**src/rtl/if_stage.sv**
```systemverilog
// rtl/if_stage.sv - instruction-fetch stage: PC, IM address, IF/ID register, halt handling.
// Optional fetch/bubble performance counters are enabled with IF_PERF_CNT_EN.
module if_stage #(
  parameter logic [31:0] RESET_PC = 32'h0000_0000,
  parameter int          IM_AW    = 8,
  parameter logic [5:0]  HALT_OP  = 6'b111111
) (
  input  logic             clk,
  input  logic             rst_n,
  input  logic             stall,
  input  logic             redirect,
  input  logic [31:0]      redirect_pc,
  output logic [IM_AW-1:0] im_addr,
  input  logic [31:0]      im_instr,
  output logic [31:0]      cur_pc,
  output logic             ifid_valid,
  output logic [31:0]      ifid_instr,
  output logic [31:0]      ifid_pc,
  output logic [31:0]      ifid_pc4,
  output logic             halted
`ifdef IF_PERF_CNT_EN
  ,
  output logic [31:0]      fetch_cnt,
  output logic [31:0]      bubble_cnt
`endif
);

  typedef enum logic {S_RUN, S_HALT} state_t;

  state_t      state, state_n;
  logic [31:0] pc, pc_n, pc_plus4;
  logic        valid_n;
  logic [31:0] instr_n, ipc_n, ipc4_n;

  assign pc_plus4 = pc + 32'd4;
  assign im_addr  = pc[IM_AW+1:2];
  assign cur_pc   = pc;
  assign halted   = (state == S_HALT);

  always_comb begin
    state_n = state;
    pc_n    = pc;
    valid_n = ifid_valid;
    instr_n = ifid_instr;
    ipc_n   = ifid_pc;
    ipc4_n  = ifid_pc4;
    if (redirect) begin
      // Redirect wins over stall and also leaves HALT (halt fetched on a wrong path).
      state_n = S_RUN;
      pc_n    = redirect_pc & ~32'h3;
      valid_n = 1'b0;
      instr_n = 32'h0;
      ipc_n   = 32'h0;
      ipc4_n  = 32'h0;
    end else if (!stall) begin
      if (state == S_RUN) begin
        valid_n = 1'b1;
        instr_n = im_instr;
        ipc_n   = pc;
        ipc4_n  = pc_plus4;
        if (im_instr[31:26] == HALT_OP) begin
          state_n = S_HALT;
        end else begin
          pc_n = pc_plus4;
        end
      end else begin
        valid_n = 1'b0;
        instr_n = 32'h0;
        ipc_n   = 32'h0;
        ipc4_n  = 32'h0;
      end
    end
  end

  always_ff @(posedge clk or negedge rst_n) begin
    if (!rst_n) begin
      state      <= S_RUN;
      pc         <= RESET_PC;
      ifid_valid <= 1'b0;
      ifid_instr <= 32'h0;
      ifid_pc    <= 32'h0;
      ifid_pc4   <= 32'h0;
    end else begin
      state      <= state_n;
      pc         <= pc_n;
      ifid_valid <= valid_n;
      ifid_instr <= instr_n;
      ifid_pc    <= ipc_n;
      ifid_pc4   <= ipc4_n;
    end
  end

`ifdef IF_PERF_CNT_EN
  logic fetch_evt, bubble_evt;

  assign fetch_evt  = !redirect && !stall && (state == S_RUN);
  assign bubble_evt = redirect || (!stall && (state == S_HALT));

  always_ff @(posedge clk or negedge rst_n) begin
    if (!rst_n) begin
      fetch_cnt  <= 32'h0;
      bubble_cnt <= 32'h0;
    end else begin
      if (fetch_evt)  fetch_cnt  <= fetch_cnt + 32'd1;
      if (bubble_evt) bubble_cnt <= bubble_cnt + 32'd1;
    end
  end
`endif

endmodule

```
**config.mk**
```make
export PLATFORM = sky130hd
export DESIGN_NAME = if_stage
export DESIGN_NICKNAME = d
export VERILOG_FILES = /design/src/rtl/if_stage.sv
export SDC_FILE = /design/constraint.sdc
export NUM_CORES = 1
export LEC_CHECK = 0
export ABC_CLOCK_PERIOD_IN_PS = 3300
export CORE_MARGIN = 1.5
export CORE_UTILIZATION = 41
export DETAILED_ROUTE_END_ITERATION = 12
export GPL_TIMING_DRIVEN = 1
export PLACE_DENSITY = 0.75
export SLEW_MARGIN = 20
export SYNTH_ARGS = -nofsm -noshare
export SYNTH_HDL_FRONTEND = slang
export SYNTH_SLANG_ARGS = --single-unit
```
**constraint.sdc**
```tcl
create_clock -name clk -period 3.3 [get_ports clk]
set_clock_uncertainty 0.15 [all_clocks]
set_input_delay 0.825 -clock clk [delete_from_list [all_inputs] [get_ports clk]]
set_output_delay 0.825 -clock clk [all_outputs]
set_load 0.02 [all_outputs]
```
Word level (Yosys, flattened, before mapping)
Cells that the tools add are included.
- register bits: 130
- input port bits: 68
- output and inout bits: 138
- word-level logic and storage cells: 32
- add/subtract/negate cells: 1
- eq/ne operators: 4
- muxes and demuxes: 20
- reduce and logical (&&, ||, !) cells: 1
- operators by type and width (operator ; count):
    two-way mux 32 bit ; 13
    adder 32 x 3 -> 32 bit (second input constant) ; 1
    two-way mux 1 bit ; 7
    equality test 6 bit (second input constant) ; 1
    inequality test 2 bit (second input constant) ; 2
    AND reduction 3 bit ; 1
    inequality test 2 x 1 -> 1 bit (second input constant) ; 1

Depth between registers and ports, before layout
- depth after elaboration: 5
- depth in mapped cells: 7
- depth with buffers taken out: 6

Worst setup path after synthesis
OpenSTA, ideal clock, no wires.
- path kind: input port to flip-flop
- start point: input redirect
- end point: register pc[29], in the netlist cur_pc[29]
- library setup time: 69 ps
- arrival: 2211 ps
- data required time: 3081 ps
- slack: 870 ps
- cell stages on the path: 5
- buffers on the path: 1
- cells stage by stage: clkbuf_1 -> nor3_1 -> o21ai_0 -> or3_1 -> nand3_1
- cells in the longest elaborated chain, start to end: 2
- elaborated cells between the ends (all ways): 5
- classes of those cells: 3 x eq/ne; 1 x mux; 1 x reduce/logical
- ends and longest elaborated chain (item ; RTL line ; RTL):
    start, declared ; 11 ; input logic redirect,
    inequality test 2 bit (no line) or inequality test 2 x 1 -> 1 bit (tied branches) ; - ;
    AND reduction 3 bit (no line) ; - ;
    end signal, assigned ; 85 ; pc <= pc_n;
    end, declared ; 31 ; logic [31:0] pc, pc_n, pc_plus4;
Parallel ways exist; a longest one is shown, timed or not.
A chain may end at the register's enable or synchronous reset.

Final worst setup path
- start point: register pc[10], in the netlist cur_pc[10]
- end point: output cur_pc[10]
- RTL lines (item ; RTL line ; RTL):
    end, declared ; 15 ; output logic [31:0] cur_pc,
No word-level cell between the ends.

==> impl_metrics.yaml <==
synth:
  ys_seq_elements: 125
  synth_top_area_share_pct: 55.7
  syn_area_per_cell_um2: 10.6
  ys_seq_area_share_pct: 55.7
  synth-async-reset-ratio_pct: 100
  synth.distinct_cells: 40
  synth_edf_count: 0
  netlist_area_um2: 5610
  synthCells: 530
  ys_warn_count: 0
  yosys.area.top_type: "dfrtp_1"
  synth_ff_type: "dfrtp_1"
  synthTopCellsByArea: "dfrtp_1 (56%), a22o_1 (9.5%), nand2_1 (5.3%), o21ai_0 (5.0%), xnor2_1 (4.4%)"
sta:
  setup_viol: 0
  min_period_over_period_pct: 80.5
  final.setup.tns_ps: 0
  tightest_slew_ps: 681
  timing.final.ws_setup_ps: 644
  fin_crit_ps: 2660
  fmax_mhz: 376
  slew_headroom_pct: 54.3
  hold_viol: 0
  grt_setup_unrepaired: "false"
  drv_slew: 0
  timing.hold.ws_ps: 203
place:
  dp_slack_ps: 454
  gp_congestion: 0.784
  port_buffers: 201
  place_hpwl_um: 11000
grt:
  grtUsageTotal_pct: 22.6
  grt_max_degree: 68
  overflow: 0
  antenna_found_initial: 1
  grt_pass1_wl_um: 25000
  first_global_vias: 4725
detailed_routing:
  firstDrtPassIters: 4
  routed_via_density: 5.29
  detail-route-antenna-nets: 0
  drt_iter0_drc: 355
  wl_per_cell_um: 17.7
  remaining_drc_errors: 0
  vias: 4749
  drt-total-wl_um: 15900
clock_network:
  post_cts_resized: 0
  max-clock-path-buffers: 2
  cts_setup_buffers: 0
  path_clk_slew_ps: 60
  cts_tree: "yes"
  cts_sinks: 125
  cts-hold-fix-buffers: 0
  numCtsBuffers: 17
  cts-root-buf: "clkbuf_16"
  htreeDepth: 4
  clock_latency_ps: 420
layout:
  nFillCells: 1069
  layout_common_cells: "clkdlybuf4s50_1 (199), dfrtp_1 (125), nand2_1 (79)"
  drive_above_1_share_pct: 8.32
  nets: 777
  utilization_pct: 62.7
  final_common_cell: "clkdlybuf4s50_1"
  syn_to_final_growth_pct: 48.6
  num_antenna_cells: 0
setup_path:
  critPathArrivalTime_ps: 1680
  critical-path-max-stage-delay_ps: 680
  cp_cell_sequence: "clkdlybuf4s50_1"
  startpoint: "cur_pc[10]"
  r2r_slack_ps: 860
  crit_type: "reg2out"
  worstPathMaxFanout: 9
  critPathBufInv: 1
  cp_slowest_cell: "clkdlybuf4s50_1"
  r2r_start: "cur_pc[2]"
  start_kind: "flip-flop"
  cp-end-kind: "output port"
  worstPathRequired_ps: 2320
  crit_family: "buffers and inverters"
worst_hold_path:
  hold_path.class: "in2async"
floorplanning:
  die_w_um: 120
  core_um2: 13300
  start_util_pct: 42.2
  boundaryPins: 206
  dieArea_um2: 14400
  rows: 42
  die_height_um: 120
power_and_ir_drop:
  powerDensity_nw_per_um2: 540
  max-vdd-ir-drop_mv: 0.331
  p_leak_nw: 3.41
run_status:
  outcome: "finished clean"
run:
  maxCapViolations: 0
-- state kept, by name (all words and copies together) (netlist names) --
| name | count |
|---|---|
| cur_pc | 30 |
| halted | 1 |
| ifid_instr | 32 |
| ifid_pc | 31 |
| ifid_pc4 | 30 |
| ifid_valid | 1 |
-- power by group --
group,total (mW),switching [mW],internal (mW),leakage [nW]
combinational,0.753,0.378,0.374,1.48
clock,1.98,0.696,1.29,0.300
sequential,1.77,0.129,1.64,1.64
-- cell families (layout without fill, tap and decap cells) --
logic type,after synthesis,in the layout,share of synthesized area (%)
and+or+nand+nor,164,164,14.7
AOI/OAI and AO/OA,128,128,15.8
adders and majority gates,1,1,0.223
buffers and inverters,58,248,5.13
other,1,2,0.0668
xor gates and xnor gates,52,52,8.11
DFF,125,125,55.7
muxes,1,1,0.178
-- cell usage after synthesis, types with 3 or more instances --
cell type  count
buf_4         15
xor2_1        24
nor2b_1        6
nor3_1        13
a22o_1        61
buf_2         10
o21ai_0       56
nand2_1       79
nor2_1        15
o21ai_1        6
and4_1         3
xnor2_1       28
nor4_2         3
nand3_1       14
nor4_1         4
or3_1          3
nand4_1       12
dfrtp_1      125
clkbuf_1      29
-- cell type report --
| cell class | count | area (um2) | share of cell area, % |
|---|---|---|---|
| flip-flops and latches | 125 | 3130 | 37.5 |
| clock buffers | 19 | 443 | 5.31 |
| multi-input cells | 348 | 2220 | 26.6 |
| clock inverters | 13 | 188 | 2.25 |
| well taps | 176 | 220 | 2.64 |
| inverters | 1 | 3.75 | 0.0450 |
| repair buffers | 215 | 2140 | 25.6 |
-- metal layers --
metal  up-vias  routed length, um  track usage [%]
met5         -                  0                0
met4         0                255             8.48
met3        18                905             5.75
met2       156               7710             35.8
met1      2368               7020             29.9
li1       2207                  -                -
-- through the flow --
step                      cells  instance area [um2]  total power [mW]
after global placement      865                 7710              2.53
after CTS                   897                 8340              4.55
after global routing        897                 8340              4.68
final                       897                 8340              4.51
after detailed placement    865                 7710              2.55
after floorplan             531                 5620              2.14
-- worst paths after layout --
kind / end / depth (start not counted)
min: ifid_instr[8] / 1
min in group clk: ifid_pc4[15] / 2
max reg2reg: cur_pc[28] / 6
max: cur_pc[10] / 1
min reg2reg: ifid_pc4[15] / 2
max in group asynchronous: halted / 2
Note: power is estimated with default switching activity, not from simulation.
